==> config.mk <==
export PLATFORM = sky130hd
export DESIGN_NAME = decade_counter_ctrl
export DESIGN_NICKNAME = d
export VERILOG_FILES = /design/src/rtl/decade_ctrl_pkg.sv /design/src/rtl/bcd_digit.sv /design/src/rtl/decade_counter_ctrl.sv
export SDC_FILE = /design/constraint.sdc
export NUM_CORES = 1
export LEC_CHECK = 0
export CORE_MARGIN = 3
export CORE_UTILIZATION = 40
export CTS_CLUSTER_SIZE = 24
export DETAILED_ROUTE_END_ITERATION = 10
export PLACE_DENSITY = 0.66
export SYNTH_ARGS = -nofsm -noshare
export SYNTH_HDL_FRONTEND = slang
export SYNTH_HIERARCHICAL = 1
export SYNTH_SLANG_ARGS = --single-unit
==> constraint.sdc <==
create_clock -name clk -period 5.4 [get_ports clk]
set_clock_uncertainty 0.1 [all_clocks]
set_input_delay 0.54 -clock clk [delete_from_list [all_inputs] [get_ports clk]]
set_output_delay 0.54 -clock clk [all_outputs]
set_load 0.02 [all_outputs]
==> src/rtl/decade_ctrl_pkg.sv <==
// Shared definitions for the decade counter controller.
// Holds the controller state enum, the BCD digit width and the largest legal
// digit value, plus a one-digit BCD step helper used by both the digit cell
// (to update its register) and the top (to predict the next count for the
// limit compare).
package decade_ctrl_pkg;

    localparam int unsigned DigitWidth = 4;
    localparam logic [DigitWidth-1:0] DigitMax = 4'd9;

    typedef enum logic [1:0] {
        StIdle  = 2'd0,
        StRun   = 2'd1,
        StPause = 2'd2,
        StDone  = 2'd3
    } state_e;

    // One BCD step of a single digit: up wraps 9->0, down wraps 0->9.
    function automatic logic [DigitWidth-1:0] bcd_step(input logic [DigitWidth-1:0] v,
                                                       input logic                  down);
        logic [DigitWidth-1:0] r;
        if (down) begin
            r = (v == '0) ? DigitMax : v - 4'd1;
        end else begin
            r = (v >= DigitMax) ? '0 : v + 4'd1;
        end
        return r;
    endfunction

endpackage

==> src/rtl/bcd_digit.sv <==
// Single mod-10 (BCD) digit cell for a ripple-carry decade counter.
// Optional feature macro: DECADE_DOWN_COUNT_EN (adds dir input and borrow output).
// Ports:
//   clk       - clock, register updates on rising edge
//   en        - count enable; the digit steps only when en and ci are both high
//   ci        - carry-in (borrow-in when counting down) from the lower digit
//   load      - synchronous load, has priority over counting
//   load_data - value to load; anything above 9 is stored as 9
//   dir       - (macro only) 1 = count down
//   borrow    - (macro only) high when ci is set and the digit is at 0
//   value     - current digit value
//   co        - high when ci is set and the digit is at 9
module bcd_digit
    import decade_ctrl_pkg::*;
(
    input  logic                  clk,
    input  logic                  en,
    input  logic                  ci,
    input  logic                  load,
    input  logic [DigitWidth-1:0] load_data,
`ifdef DECADE_DOWN_COUNT_EN
    input  logic                  dir,
    output logic                  borrow,
`endif
    output logic [DigitWidth-1:0] value,
    output logic                  co
);

    logic [DigitWidth-1:0] value_q, value_d;
    logic                  down;

`ifdef DECADE_DOWN_COUNT_EN
    assign down   = dir;
    assign borrow = ci & (value_q == '0);
`else
    assign down   = 1'b0;
`endif

    // Carry/borrow are combinational on ci so the chain reflects what a tick would do.
    assign co    = ci & (value_q == DigitMax);
    assign value = value_q;

    always_comb begin
        value_d = value_q;
        if (load) begin
            value_d = (load_data > DigitMax) ? DigitMax : load_data;
        end else if (en && ci) begin
            value_d = bcd_step(value_q, down);
        end
    end

    // Cleared through the load path by the controller.
    always_ff @(posedge clk) begin
        value_q <= value_d;
    end

endmodule

==> src/rtl/decade_counter_ctrl.sv <==
// Decade (BCD) counter controller: NUM_DIGITS cascaded bcd_digit cells plus a
// run-control FSM (IDLE/RUN/PAUSE/DONE) with preset, terminal limit and wrap pulse.
// Optional feature macro: DECADE_DOWN_COUNT_EN (adds dir input; dir=1 counts down).
// Ports:
//   clk      - clock
//   clear    - synchronous active-high reset (count=0, IDLE, flags low)
//   start    - begin/resume counting; from DONE also zeroes the count
//   stop     - pause counting while in RUN
//   load     - preset count from load_val (ignored in RUN), goes to IDLE
//   load_val - BCD preset, digit 0 in bits [3:0]
//   limit    - BCD terminal value; a tick reaching it in RUN moves to DONE
//   tick     - count strobe, one step per high cycle in RUN
//   dir      - (macro only) count direction, 1 = down
//   count    - current BCD count
//   running  - high in RUN
//   done     - high in DONE
//   wrap     - one-cycle pulse on all-9s <-> all-0s rollover
module decade_counter_ctrl
    import decade_ctrl_pkg::*;
#(
    parameter int unsigned NUM_DIGITS = 4
) (
    input  logic                             clk,
    input  logic                             clear,
    input  logic                             start,
    input  logic                             stop,
    input  logic                             load,
    input  logic [DigitWidth*NUM_DIGITS-1:0] load_val,
    input  logic [DigitWidth*NUM_DIGITS-1:0] limit,
    input  logic                             tick,
`ifdef DECADE_DOWN_COUNT_EN
    input  logic                             dir,
`endif
    output logic [DigitWidth*NUM_DIGITS-1:0] count,
    output logic                             running,
    output logic                             done,
    output logic                             wrap
);

    state_e state_q, state_d;
    logic   wrap_q, wrap_d;

    logic                             down;
    logic [NUM_DIGITS:0]              chain;
    logic [DigitWidth*NUM_DIGITS-1:0] next_count;
    logic                             digit_en;
    logic                             digit_load;
    logic [DigitWidth*NUM_DIGITS-1:0] digit_load_data;

`ifdef DECADE_DOWN_COUNT_EN
    assign down = dir;
`else
    assign down = 1'b0;
`endif

    assign chain[0] = 1'b1;

    for (genvar i = 0; i < NUM_DIGITS; i++) begin : g_digit
        logic co_up;
`ifdef DECADE_DOWN_COUNT_EN
        logic co_dn;
`endif
        bcd_digit u_digit (
            .clk       (clk),
            .en        (digit_en),
            .ci        (chain[i]),
            .load      (digit_load),
            .load_data (digit_load_data[i*DigitWidth +: DigitWidth]),
`ifdef DECADE_DOWN_COUNT_EN
            .dir       (dir),
            .borrow    (co_dn),
`endif
            .value     (count[i*DigitWidth +: DigitWidth]),
            .co        (co_up)
        );
`ifdef DECADE_DOWN_COUNT_EN
        assign chain[i+1] = dir ? co_dn : co_up;
`else
        assign chain[i+1] = co_up;
`endif
    end

    // Count the digits will hold after a tick; needed to flag DONE on the same edge.
    always_comb begin
        next_count = count;
        for (int i = 0; i < NUM_DIGITS; i++) begin
            if (chain[i]) begin
                next_count[i*DigitWidth +: DigitWidth] =
                    bcd_step(count[i*DigitWidth +: DigitWidth], down);
            end
        end
    end

    always_comb begin
        state_d         = state_q;
        wrap_d          = 1'b0;
        digit_en        = 1'b0;
        digit_load      = 1'b0;
        digit_load_data = '0;
        if (clear) begin
            state_d    = StIdle;
            digit_load = 1'b1;
        end else if (load && (state_q != StRun)) begin
            state_d         = StIdle;
            digit_load      = 1'b1;
            digit_load_data = load_val;
        end else begin
            unique case (state_q)
                StIdle, StPause: begin
                    if (start && !stop) state_d = StRun;
                end
                StRun: begin
                    if (stop) begin
                        state_d = StPause;
                    end else if (tick) begin
                        digit_en = 1'b1;
                        // Carry out of the top digit means a full rollover.
                        wrap_d   = chain[NUM_DIGITS];
                        // Digits never exceed 9, so an illegal limit cannot match.
                        if (next_count == limit) state_d = StDone;
                    end
                end
                StDone: begin
                    if (start && !stop) begin
                        state_d    = StRun;
                        digit_load = 1'b1;
                    end
                end
                default: state_d = StIdle;
            endcase
        end
    end

    always_ff @(posedge clk) begin
        if (clear) begin
            state_q <= StIdle;
            wrap_q  <= 1'b0;
        end else begin
            state_q <= state_d;
            wrap_q  <= wrap_d;
        end
    end

    assign running = (state_q == StRun);
    assign done    = (state_q == StDone);
    assign wrap    = wrap_q;

endmodule
* Yosys cells after proc, flatten, opt, wreduce, memory -nomap -nowiden
Index checks and enable logic that the tools add are counted.
** Operators by class
- Eq/ne operators :: 12
- Reduce and logical (&&, ||, !) cells :: 15
- Add/subtract/negate cells :: 4
- Order comparisons :: 8
- Bitwise logic cells :: 5
- Muxes and demuxes :: 35
** Operators with widths (count)
- 4-bit two-way mux :: 19
- 16-bit two-way mux :: 2
- 4-bit by 1-bit adder with 4-bit output (second input constant) :: 4
- 16-bit == test :: 1
- 4-bit == test (second input constant) :: 4
- 4-bit greater-or-equal comparator (second input constant) :: 4
- 4-bit greater-than comparator (second input constant) :: 4
- 1-bit two-way mux :: 9
- 2-bit two-way mux :: 4
- 2-bit nonzero test :: 4
- 1-bit logical AND :: 5
- 5-bit OR reduction :: 1
- 2-bit == test (second input constant) :: 2
- 2-bit by 1-bit inequality test with 1-bit output (second input constant) :: 2
- 2-bit case mux with 2 select lines :: 1
- 1-bit bitwise AND :: 3
- 3-bit by 2-bit inequality test with 1-bit output (second input constant) :: 1
- 3-bit inequality test (second input constant) :: 1
- 3-bit AND reduction :: 1
- 3-bit OR reduction :: 1
- 2-bit by 1-bit == test with 1-bit output (second input constant) :: 1
- 2-bit logical NOT :: 1
- 1-bit inverter :: 2
- 2-bit OR reduction :: 1
- 1-bit logical NOT :: 1
** Storage, ports and cells
- Word-level logic and storage cells :: 85
- Register bits after elaboration :: 19

* Logic depth before layout (Yosys ltp)
Gate-level depths: netlist of the first run.
- Word-level depth :: 9
- Gate-level depth with buffers :: 12
- Mapped depth without buffers :: 11

* Cells and area by module
The synthesis of the first run kept the hierarchy.
** By module, submodules not included
- bcd_digit :: times used 4, cells each 24, area an instance 285.3 um^2
- decade_counter_ctrl :: times used 1, cells each 144, area an instance 1063.5 um^2

* Worst setup path before layout of the first run
Ideal clock, no wire load.
- Kind :: flip-flop to flip-flop
- Start :: register g_digit[0].u_digit.value_q[0]
- End :: register state_q[1]
- Path buffers :: 1
- Period minus slack after synthesis :: 3055 ps
- Path slack :: 2345 ps
- Data arrival time :: 2895 ps
- Cell stages (with the launch flop) :: 12
- Data required time :: 5240 ps
- Path through :: edfxtp_1 ha_1 and4b_2 and4b_2 and4b_2 buf_6 nand2_2 a211o_1 and3_1 a211o_1 nor4_1 a41o_1
** On the way
- Word-level cells in the longest chain between the ends :: 7
** RTL lines
- start, declared :: RTL line bcd_digit.sv:29 : logic [DigitWidth-1:0] value_q, value_d;
- start signal, assigned :: RTL line bcd_digit.sv:54 : value_q <= value_d;
- 4-bit == test :: RTL line bcd_digit.sv:40 : assign co = ci & (value_q == DigitMax);
- net g_digit[0].co_up :: RTL line decade_counter_ctrl.sv:59 : logic co_up;
- 1-bit bitwise AND :: RTL line bcd_digit.sv:40
- net g_digit[1].co_up :: RTL line decade_counter_ctrl.sv:59
- 1-bit bitwise AND :: RTL line bcd_digit.sv:40
- net g_digit[2].co_up :: RTL line decade_counter_ctrl.sv:59
- 4-bit two-way mux :: RTL line decade_counter_ctrl.sv:87 : if (chain[i]) begin
- 16-bit == test :: RTL line decade_counter_ctrl.sv:120 : if (next_count == limit) state_d = StDone;
- 3-bit by 2-bit inequality test with 1-bit output (no source line)
- 3-bit AND reduction (no source line)
- end signal, assigned :: RTL line decade_counter_ctrl.sv:136 : state_q <= StIdle;
- end signal, assigned :: RTL line decade_counter_ctrl.sv:139 : state_q <= state_d;
- end, declared :: RTL line decade_counter_ctrl.sv:40 : state_e state_q, state_d;
The timed path passes the listed nets, and every way through them passes these cells.
A chain may end at the register's enable or synchronous reset.

* Final worst setup path of the first run
Ends and elaborated chain as after synthesis.

==> results.md, run 1 <==
- The remaining antenna violation count is 0.
- Once the clock tree was built, the setup fixing pass inserted 0 buffers.
- The residual overflow from global routing is 0.
- The placer's final routability congestion estimate is around 0.76.
- The worst-case clock buffer depth is 2.
- The number of instances in the synthesized netlist is 240.
- The floorplan step set the die height to 80.2 um.
- The count of buffers added on input and output ports is 56.
- The half-perimeter wire length after detailed placement is 4.05 mm.
- Setup repair after global routing left no endpoint under its margin.
- The number of distinct standard cells referenced by the synthesized netlist is 54.
- The critical path goes through ha_1, and4b_2, and4b_2, and4b_2, nand2_2, a211o_1, and3_1, a211o_1, nor4_1, a41o_1.
- The synthesized design contains 19 register bits.
- In this run the number of H-tree levels came out at 1.
- The ratio of routed vias to standard cells is around 5.3.
- The slowest stage of the critical path belongs to the cell sky130_fd_sc_hd__edfxtp_1.
- The number of buffers and inverters on the critical path is 0.
- The max capacitance violation total is 0.
- The area of the die is 0.00644 sq mm.
- Across every metal layer, demand over resource in global routing totals 16.6%.
- Setup violations remaining at the end of the flow were counted as 0.
- The global-route wire length before repair is roughly 8.5 mm.
- The flow ran to the end, and the final reports show no timing, DRC or antenna violations.
- The detailed route wirelength on metal3 is between 200 and 250 um.
- The sum of negative setup slack is 0 ns.
- The quantity of hold-fixing buffers added after cts is 0.
- After detailed routing, the number of remaining DRC violations is 0.
- After detailed routing, the met2 layer carries around 2.4 mm of wire.
- The total power is 0.558 mW.
- For the worst setup path, the data required time is ~5.5 ns.
- The worst path uses about three fifths of the clock period.
- The maximum number of pins on one net before global-route repair is 17.
- In this design, the critical path's most frequently occurring cell is sky130_fd_sc_hd__and4b_2.
- For this design the top-level I/O count stands at between 50 and 60.
- The area inside the core boundary is between 0.005 and 0.006 sq mm.
- The part of the Yosys area used for sequential elements is between 20% and 30%.
- The number of max-slew violations in the final report is 0.
- The worst-case IR drop observed on VDD is 0.0959 mV.
- The count of filler cells inserted in the layout is roughly 490.
- The die is 80.2 um wide.
- The number of clock sinks is 19.
- Cells fill between 50% and 60% of the core in the end.
- The minimum clock period after layout is 3.34 ns.
- Post-CTS repair changed the size of 0 cells.
- The Yosys warning count is 6.
- The repair_antennas step left the layout with diodes totalling 0.
- For this configuration, the core starts out at a cell density of 42.4%.
- The number of search-and-repair iterations in the first detailed-routing pass is 4.
- The initialized floorplan defines 26 standard-cell rows.
- The uppermost layer routed is met4.
- The number of global-route vias before repair is 1810.
- The clock latency on the worst-skew pair is 0.26 ns.
- The routed wirelength normalized by instance count is approximately 14 um.
- The most used flip-flop cell after synthesis is sky130_fd_sc_hd__edfxtp_1.
- The cell family with the largest share of critical-path delay is simple AND/OR/NAND/NOR gates.
- After the first detailed-routing iteration, the DRC count stood at between 70 and 80.
- The post-synthesis async set-or-reset flop share is 0%.
- The cell area after synthesis is 0.00220 sq mm.
- STA puts the critical path data arrival time at 3.44 ns.
- After clock tree synthesis, the clock-pin slew on the worst setup and hold paths is 0.08 ns.
- The tightest min-delay check is of the flip-flop to flip-flop type.
- For the pin with the worst max-slew slack, the measured transition is approximately 1 ns.
- Timing analysis after detailed placement gives a worst setup slack of about 2.1 ns.
- The number of antenna violations at the first check in global routing is 0.
- The total wire length after detailed routing is approximately 5.2 mm.
- Clock tree synthesis inserted a total of 3 buffers.
- Timing would allow up to 300 MHz.
- The fraction of layout instances using a drive strength above 1 is 8.33%.
- The kind of end point of the critical path is a flip-flop.
- Once routing completed, OpenROAD measured the worst setup slack at a little over 2 ns.
- The final layout net count is ~360.
- The growth of design area from synthesis to finish is 31.4%.
- The largest single stage delay on the critical path is 0.60 ns.
- The count of flip-flops with a built-in enable after synthesis is 16.
- The clock tree from TritonCTS is built.
- The met1 wire length is 2.49 mm.
- Power spread over the standard cell area amounts to a little under 200 mW/mm^2.
- The count of final hold-check violations is 0.
- The element type at the critical path start is a flip-flop.
- A synthesized cell averages about 9 sq um.
- The type of the worst setup path is flip-flop to flip-flop.
- The static leakage is around 1.2 nW.
- The relative max-transition margin is between 30% and 40%.
- The number of vias after detailed routing is around 2000.
- The library cell used as clock root buffer is sky130_fd_sc_hd__clkbuf_8.
- In this run the worst path has a maximum fanout of 12.
placed cells by master, fill, tap and decap left out, types with 8 or more instances in the layout:
cell	instances
sky130_fd_sc_hd__nand2b_1	10
sky130_fd_sc_hd__clkdlybuf4s50_1	56
sky130_fd_sc_hd__inv_1	19
sky130_fd_sc_hd__ha_1	24
sky130_fd_sc_hd__a22o_1	8
sky130_fd_sc_hd__and2_1	18
sky130_fd_sc_hd__xor2_1	10
sky130_fd_sc_hd__a21oi_1	10
sky130_fd_sc_hd__nor2_1	12
sky130_fd_sc_hd__edfxtp_1	16
sky130_fd_sc_hd__o21ai_0	12
final timing paths:
kind / start / end / slack, ns / depth (start not counted)
min: state_q[0] / state_q[0] / 0.47 / 2
max: g_digit[0].u_digit/value[0] / state_q[1] / 2.06 / 10
max reg2reg: g_digit[0].u_digit/value[0] / state_q[1] / 2.06 / 10
min reg2reg: state_q[0] / state_q[0] / 0.47 / 2
kinds of logic (layout without fill, tap and decap cells):
family / Yosys count / after routing / synth area share, %
and+or+nand+nor: 88 / 88 / 26.7
AOI/OAI and AO/OA: 65 / 65 / 22.2
adders and majority gates: 24 / 24 / 13.6
buffers and inverters: 22 / 81 / 4.14
DFF: 19 / 19 / 24.5
xor gates and xnor gates: 17 / 17 / 6.75
muxes: 4 / 4 / 1.87
other: 1 / 2 / 0.170
synth_stat cells, types with 3 or more instances:
| master | number | share of area, % |
|---|---|---|
| sky130_fd_sc_hd__inv_1 | 19 | 3.2 |
| sky130_fd_sc_hd__a31oi_1 | 3 | 0.85 |
| sky130_fd_sc_hd__nor2b_1 | 7 | 2.0 |
| sky130_fd_sc_hd__and4b_2 | 4 | 2.0 |
| sky130_fd_sc_hd__or3b_1 | 6 | 2.4 |
| sky130_fd_sc_hd__a22o_2 | 4 | 1.8 |
| sky130_fd_sc_hd__and2_1 | 18 | 5.1 |
| sky130_fd_sc_hd__dfxtp_1 | 3 | 2.7 |
| sky130_fd_sc_hd__nand2b_1 | 10 | 2.8 |
| sky130_fd_sc_hd__a21o_1 | 4 | 1.4 |
| sky130_fd_sc_hd__xnor2_1 | 7 | 2.8 |
| sky130_fd_sc_hd__a22o_1 | 8 | 3.2 |
| sky130_fd_sc_hd__and4bb_2 | 4 | 2.3 |
| sky130_fd_sc_hd__a21oi_1 | 10 | 2.3 |
| sky130_fd_sc_hd__nand2_1 | 7 | 1.2 |
| sky130_fd_sc_hd__o21ai_0 | 12 | 2.7 |
| sky130_fd_sc_hd__edfxtp_1 | 16 | 22 |
| sky130_fd_sc_hd__a41oi_1 | 3 | 1.2 |
| sky130_fd_sc_hd__a211o_1 | 3 | 1.2 |
| sky130_fd_sc_hd__mux2i_1 | 3 | 1.4 |
| sky130_fd_sc_hd__ha_1 | 24 | 14 |
| sky130_fd_sc_hd__nand4b_1 | 6 | 2.4 |
| sky130_fd_sc_hd__nor2_1 | 12 | 2.0 |
| sky130_fd_sc_hd__a21oi_2 | 4 | 1.6 |
| sky130_fd_sc_hd__xor2_1 | 10 | 4.0 |
tightest hold or removal path: stages (launching register included):
cell and delay [ns]:
sky130_fd_sc_hd__dfxtp_1 0.37, sky130_fd_sc_hd__a22oi_1 0.08, sky130_fd_sc_hd__nor2_1 0.09
layer usage:
| metal | vias to the layer above | global-route usage [%] |
|---|---|---|
| met3 | 2 | 2.35 |
| li1 | 1007 | - |
| met1 | 906 | 23.1 |
| met2 | 42 | 27.2 |
| met4 | 0 | 3.55 |
| met5 | - | 0 |
state kept, by name, summed over array words and instances (netlist names):
register,count
g_digit.u_digit/value,16
state_q,2
wrap,1
cell type report:
class	count	area (sq um)	area share, %
multi-input cells	200	1580	54.4
repair buffers	58	576	19.9
flip-flops and latches	19	541	18.7
well taps	70	87.6	3.02
inverters	19	71.3	2.46
clock buffers	4	45.0	1.56
power by group:
group | switching (mW) | total [mW] | internal, mW | leakage [nW]
Combinational | 0.109 | 0.232 | 0.123 | 0.937
Clock | 0.0541 | 0.107 | 0.0526 | 0.0228
Sequential | 0.0404 | 0.219 | 0.179 | 0.198
Total | 0.204 | 0.558 | 0.354 | 1.16
stage by stage:
stage                     hold WS [ns]  std cells  area (sq um)
final                            0.466        370          2900
after global routing             0.528        370          2900
after CTS                        0.472        370          2900
after detailed placement         0.450        366          2850
after global placement           0.451        366          2850
after floorplan                  0.396        241          2210
Note: power is estimated with default switching activity, not from simulation.
==> inputs of run 2 (changes only) <==
--- a/config.mk
+++ b/config.mk
@@ -9,7 +9,7 @@
 export CORE_UTILIZATION = 40
 export CTS_CLUSTER_SIZE = 24
 export DETAILED_ROUTE_END_ITERATION = 10
-export PLACE_DENSITY = 0.66
+export PLACE_DENSITY = 0.68
 export SYNTH_ARGS = -nofsm -noshare
 export SYNTH_HDL_FRONTEND = slang
 export SYNTH_HIERARCHICAL = 1
==> constraint.sdc (replaced) <==
create_clock -name clk -period 2.8 [get_ports clk]
set_clock_uncertainty 0.1 [all_clocks]
set_input_delay 0.28 -clock clk [delete_from_list [all_inputs] [get_ports clk]]
set_output_delay 0.28 -clock clk [all_outputs]
set_load 0.02 [all_outputs]
==> results.md, run 2 (same netlist as run 1, synthesis figures left out) <==
- The run finished with clean final reports.
- The die covers 0.00644 sq mm.
- The growth of design area from synthesis to finish is 38.3%.
- The count of final hold-check violations is 0.
- The number of max-slew violations in the final report is 0.
- For hold timing, the worst endpoint is state_q[0].
- The overall die width is between 80 and 90 um.
- The area inside the core boundary is ~0.0052 sq mm.
- The number of antenna violations at the first check in global routing is 0.
- The worst reg-to-reg setup slack is ~0.16 ns.
- The worst path needs 2.64 ns of the cycle, external delays included.
- The highest cell delay on the worst timing path is approximately 0.40 ns.
- The die boundary height is approximately 80 um.
- STA puts the critical path data required time at approximately 2.9 ns.
- The clock latency on the worst-skew pair is 0.26 ns.
- The endpoint of the lowest-slack register-to-register path is state_q[1].
- Data on the critical path arrives at its endpoint at 2.74 ns.
- The top cell types in the final layout, fill and taps aside, are sky130_fd_sc_hd__clkdlybuf4s50_1 (56), sky130_fd_sc_hd__ha_1 (23), sky130_fd_sc_hd__inv_1 (18), sky130_fd_sc_hd__and2_1 (18), sky130_fd_sc_hd__buf_4 (18).
- The cell with the biggest individual delay on the critical path is sky130_fd_sc_hd__edfxtp_1.
- The aggregate global-route resource usage is roughly 17%.
- Together, buffers and inverters on the worst path number 1.
- Before antenna repair, the detailed router went through 4 iterations.
- TritonCTS created 3 clock buffers.
- The worst-case clock buffer depth is 2.
- Timing analysis after detailed placement gives a worst setup slack of ~0.14 ns.
- The first global-routing pass estimated between 9 and 10 mm of wire.
- The max capacitance violation total is 0.
- The number of antenna repair diodes is 0.
- The critical path goes through inv_2, ha_4, and4b_2, and4b_2, and4b_2, nand2_2, a211o_1, and3_1, a211o_1, nor4_2, a41o_1.
- In the final routed layout, each cell accounts on average for 14.4 um.
- TritonCTS built the clock tree.
- The cell family with the largest share of critical-path delay is simple AND/OR/NAND/NOR gates.
- The number of global-route vias before repair was approximately 1900.
- The sum of negative setup slack is 0 ns.
- In this run the remaining antenna-violating nets after routing total 0.
- The final count of negative-setup-slack endpoints is 0.
- Dividing the final minimum period by the clock period gives about 94%.
- The type of the most critical hold path is flip-flop to flip-flop.
- Once the floorplan was initialized, standard cells occupied 42.4% of the core.
- Setup repair after global routing left no endpoint under its margin.
- The placer's final routability congestion estimate is ~0.87.
- The startpoint of the most critical register-to-register path is g_digit[0].u_digit/value[1].
- The number of buffer cells added on primary ports is 56.
- The maximum number of pins on one net before global-route repair is 21.
- The ratio of routed vias to standard cells is about 5.3.
- The flip-flop count of the largest register after layout is 16.
- STA classifies the critical path endpoint as a flip-flop.
- The clock drives 19 sinks.
- For this block, the routed nets add up to between 5 and 6 mm of wire.
- The quantity of hold-fixing buffers added after cts is 0.
- The startpoint of the lowest-slack hold path is state_q[0].
- The count of routing violations after the opening detailed-route iteration is roughly 160.
- The static leakage is between 1 and 1.5 nW.
- The half-perimeter wire length after detailed placement is approximately 4.4 mm.
- The cell row count is 26.
- By startpoint and endpoint, the worst setup path is classified as flip-flop to flip-flop.
- The tree is rooted in a sky130_fd_sc_hd__clkbuf_8.
- The most common library cell in the layout ignoring fill and taps is sky130_fd_sc_hd__clkdlybuf4s50_1.
- In the post-route analysis, the smallest setup slack over all paths is around 0.16 ns.
- Of all nets on the critical path, the largest fanout is 3.
- The maximum achievable frequency is about 380 MHz.
- 57 I/O pins were placed.
- The element type at the critical path start is a flip-flop.
- At the end of the flow, the number of nets in the layout was 379.
- The H-tree level count is 1.
- For this run, design rule violations remaining after detail routing come to 0.
- Of the cells placed in the final design, the portion with a size suffix greater than 1 is 14.6%.
- The most used cell along the critical path is sky130_fd_sc_hd__and4b_2.
- For this block, the via count after detailed routing is about 2100.
- The power density of the placed cells is approximately 370 mW/mm^2.
- The residual overflow from global routing is 0.
- The worst hold path stage count is 2.
- The worst-case IR drop observed on VDD is roughly 0.23 mV.
- The count of cells along the worst register-to-register path is 11.
- After clock tree synthesis, the clock-pin slew on the worst setup and hold paths is roughly 0.08 ns.
run 2: power by group:
group / internal [mW] / leakage [nW] / switching (mW)
combinational: 0.267 / 1.02 / 0.267
clock: 0.101 / 0.0228 / 0.0961
sequential: 0.344 / 0.198 / 0.0394
total: 0.712 / 1.25 / 0.402
run 2: through the flow:
stage | hold slack, ns | cell area (sq um) | util [%] | total power [mW] | instances
floorplan | 0.252 | 2210 | - | 0.687 | 241
global placement | 0.436 | 2960 | 56.9 | 0.903 | 380
detailed placement | 0.440 | 2960 | 56.9 | 0.911 | 380
CTS | 0.461 | 3000 | 57.7 | 1.11 | 384
global route | 0.527 | 3050 | 58.6 | 1.19 | 386
finish | 0.477 | 3050 | 58.6 | 1.11 | 386
run 2: layer usage:
layer / GRT usage [%] / vias to the layer above / wire, um
met5: 0 / - / 0
met4: 3.04 / 0 / 31
met3: 1.23 / 2 / 252
met2: 29.2 / 61 / 2650
met1: 24.4 / 948 / 2640
li1: - / 1042 / -
run 2: area by class of cell:
| cell class | count | area [sq um] |
|---|---|---|
| Inverter | 19 | 71.3 |
| Tap cell | 70 | 87.6 |
| Clock buffer | 4 | 45.0 |
| Fill cell | 475 | 2160 |
| Multi-Input combinational cell | 200 | 1610 |
| Timing Repair Buffer | 74 | 696 |
| Sequential cell | 19 | 541 |
run 2: worst reg2reg max path: cells and delay by family (launching register included):
| kind | cells | cell delay [ns] |
|---|---|---|
| AOI/OAI and AO/OA | 3 | 0.71 |
| adders and majority gates | 1 | 0.12 |
| buffers and inverters | 1 | 0.09 |
| DFF | 1 | 0.40 |
| and+or+nand+nor | 6 | 1.16 |
run 2: how the worst max path moves through the flow:
stage,cells past startpoint,end,startpoint
6_report,11,state_q[1],g_digit[0].u_digit/value[1]
5_1_grt,11,state_q[1],g_digit[0].u_digit/value[1]
4_1_cts,11,state_q[1],g_digit[0].u_digit/value[1]
3_5_place_dp,11,state_q[1],g_digit[0].u_digit/value[1]
3_3_place_gp,11,state_q[1],g_digit[0].u_digit/value[1]
2_1_floorplan,10,state_q[1],g_digit[0].u_digit/value[2]
run 2: repair_timing:
action,CTS,global route
hold endpoints to repair,0,0
endpoints found under the setup margin,0,1
resized for setup,0,6
setup buffers,0,2
==> inputs of run 3 (changes only) <==
--- a/config.mk
+++ b/config.mk
@@ -9,7 +9,7 @@
 export CORE_UTILIZATION = 40
 export CTS_CLUSTER_SIZE = 24
 export DETAILED_ROUTE_END_ITERATION = 10
-export PLACE_DENSITY = 0.68
+export PLACE_DENSITY_LB_ADDON = 0.25
 export SYNTH_ARGS = -nofsm -noshare
 export SYNTH_HDL_FRONTEND = slang
 export SYNTH_HIERARCHICAL = 1
==> results.md, run 3 (same netlist as run 1, synthesis figures left out) <==
- The most used cell along the critical path is sky130_fd_sc_hd__and4b_2.
- Post-CTS timing repair inserted 0 buffers for setup.
- The cell area after layout is 0.00300 sq mm.
- At the later pin of the worst-skew pair, clock insertion delay measures ~0.26 ns.
- The maximum fanout encountered on the critical timing path is 5.
- The met1 wire length is ~2.4 mm.
- The number of max-slew violations in the final report is 0.
- The highest cell delay on the worst timing path is 0.38 ns.
- Of the cells placed in the final design, the portion with a size suffix greater than 1 is 12.5%.
- The remaining antenna violation count is 0.
- The die is around 80 um wide.
- Across all hold checks on the routed design, the worst slack comes to ~0.47 ns.
- The global-route wire length before repair is 8.56 mm.
- Measured on the finished design, the core utilization comes to 57.6%.
- The kind of end point of the critical path is a flip-flop.
- The area of the die is approximately 0.0064 sq mm.
- Relative to the synthesized area, the layout overhead comes to 35.9%.
- The element type at the critical path start is a flip-flop.
- The top-level I/O count is 57.
- TritonCTS built the clock tree.
- The maximum achievable frequency is ~380 MHz.
- Buffers inserted during clock tree synthesis total 3.
- The minimum clock period after layout is 2.63 ns.
- The library cell used most frequently in the layout, excluding fill and tap cells, is sky130_fd_sc_hd__clkdlybuf4s50_1.
- The detailed router used layers up to and including met4.
- The kind of cell with the highest combined delay along the critical path is simple AND/OR/NAND/NOR gates.
- The library cell used as clock root buffer is sky130_fd_sc_hd__clkbuf_8.
- The number of global-route vias before repair came to around 2000.
- The final layout net count is around 380.
- The top cell types in the final layout, fill and taps aside, are sky130_fd_sc_hd__clkdlybuf4s50_1 (56), sky130_fd_sc_hd__ha_1 (23), sky130_fd_sc_hd__inv_1 (19), sky130_fd_sc_hd__and2_1 (18), sky130_fd_sc_hd__edfxtp_1 (16).
- The count of routing violations after the opening detailed-route iteration is roughly 120.
- The part of the cycle the worst path needs is a little over nine tenths.
- The combinational power share is between 40% and 50%.
- The count of filler cells inserted in the layout is around 490.
- The number of remaining DRC errors is 0.
- The area inside the core boundary is 0.00520 sq mm.
- The share of power burned in the clock network is 17.7%.
- The required time reported for the critical path endpoint is between 2 and 3 ns.
- The data arrival time of the worst path is roughly 2.7 ns.
- The cell row count is 26.
- The total buffers and inverters traversed by the critical path is 1.
- In this run the number of H-tree levels came out at 1.
- Once the floorplan was initialized, standard cells occupied around 42% of the core.
- After detailed placement, the total cell area comes to 0.00294 sq mm.
- The flip-flop count of the largest register after layout is 16.
- The relative contribution of sequential cells to total power is between 30% and 40%.
- The type of the worst setup path is flip-flop to flip-flop.
- The number of antenna violations at the first check in global routing is 0.
- Detailed routing inserted a total of ~2000 vias.
- Walking the worst path, the cells encountered are inv_1, ha_2, and4b_2, and4b_2, and4b_2, nand2_2, a211o_1, and3_1, a211o_1, nor4_1, a41o_1.
- The final count of negative-setup-slack endpoints is 0.
- The register clock-pin slew on the reported worst setup and hold paths is 0.07 ns.
- The routed length on met2 is 2.61 mm.
- The cell with the biggest individual delay on the critical path is sky130_fd_sc_hd__edfxtp_1.
- The routed design has approximately 5.3 mm of wire.
- The run finished with clean final reports.
- Adding up every negative setup slack in the final design gives 0 ns.
- The count of cells resized by post-cts repair is 0.
- The path class of the tightest hold or removal check is flip-flop to flip-flop.
- The residual overflow from global routing is 0.
- The detailed route wirelength on metal3 is approximately 260 um.
- The routed wirelength normalized by instance count is 14.0 um.
- The number of buffer cells added on primary ports is between 50 and 60.
- VDD sags by at most 0.232 mV.
- The quantity of hold-fixing buffers added after cts is 0.
- The power density of the placed cells is around 360 mW/mm^2.
- The count of final hold-check violations came to 0.
- The number of search-and-repair iterations in the first detailed-routing pass is 4.
- The ratio of routed vias to standard cells is approximately 5.3.
- The aggregate global-route resource usage is 16.8%.
- The die is approximately 80 um tall.
- Entering global routing, the biggest net connects 19 pins.
- After legalization and detailed placement, the total HPWL measured about 4.2 mm.
- The placer's final routability congestion estimate is between 0.8 and 0.9.
- Of the total power, the share spent switching nets is between 30% and 40%.
- For this design the total switching power over the nets is between 0.3 and 0.4 mW.
- The clock passes through at most 2 buffers.
- The tool flagged a number of max-cap violations equal to 0.
- The static leakage is roughly 1.2 nW.
- Setup repair after global routing left no endpoint under its margin.
- Internal power comes to around 0.7 mW.
- The number of antenna diodes in the final layout is 0.
- For this design, the sink count on the clock tree is 19.
-- run 3: power by group through the flow --
stage          Sequential, mW  Combinational (mW)  Clock [mW]
2_1_floorplan           0.443               0.243           0
3_3_place_gp            0.394               0.501           0
3_5_place_dp            0.395               0.506           0
4_1_cts                 0.388               0.511       0.200
5_1_grt                 0.395               0.560       0.212
6_report                0.389               0.507       0.192
-- run 3: final cells by class --
type                       instances  area [sq um]  area share [%]
sequential                        19           541            18.0
clock buffer                       4          45.0            1.50
multi-input combinational        200          1580            52.7
tap                               70          87.6            2.92
inverter                          19          71.3            2.38
timing repair buffer              71           673            22.5
-- run 3: path summary, 6_finish.rpt --
check / slack (ns) / end / depth (start not counted) / start
max: 0.17 / state_q[1] / 11 / g_digit[0].u_digit/value[1]
max reg2reg: 0.17 / state_q[1] / 11 / g_digit[0].u_digit/value[1]
min: 0.47 / state_q[0] / 2 / state_q[0]
min reg2reg: 0.47 / state_q[0] / 2 / state_q[0]
-- run 3: worst reg2reg max path: stages (launching register included) --
cell	delay [ns]
sky130_fd_sc_hd__edfxtp_1	0.38
sky130_fd_sc_hd__inv_1	0.10
sky130_fd_sc_hd__ha_2	0.18
sky130_fd_sc_hd__and4b_2	0.22
sky130_fd_sc_hd__and4b_2	0.22
sky130_fd_sc_hd__and4b_2	0.28
sky130_fd_sc_hd__nand2_2	0.06
sky130_fd_sc_hd__a211o_1	0.27
sky130_fd_sc_hd__and3_1	0.18
sky130_fd_sc_hd__a211o_1	0.22
sky130_fd_sc_hd__nor4_1	0.16
sky130_fd_sc_hd__a41o_1	0.20
-- run 3: layer usage --
layer	vias to the layer above	global-route usage (%)
met3	8	3.70
li1	1042	-
met1	922	20.6
met2	61	30.4
met4	0	2.53
met5	-	0
-- run 3: per-stage QoR --
stage                     worst slack [ns]  cells  power [mW]
after detailed placement             0.168    378       0.901
after global placement               0.220    378       0.896
final                                0.169    383        1.09
after CTS                            0.140    382        1.10
after global routing               0.00383    383        1.17
after floorplan                     0.0413    241       0.687
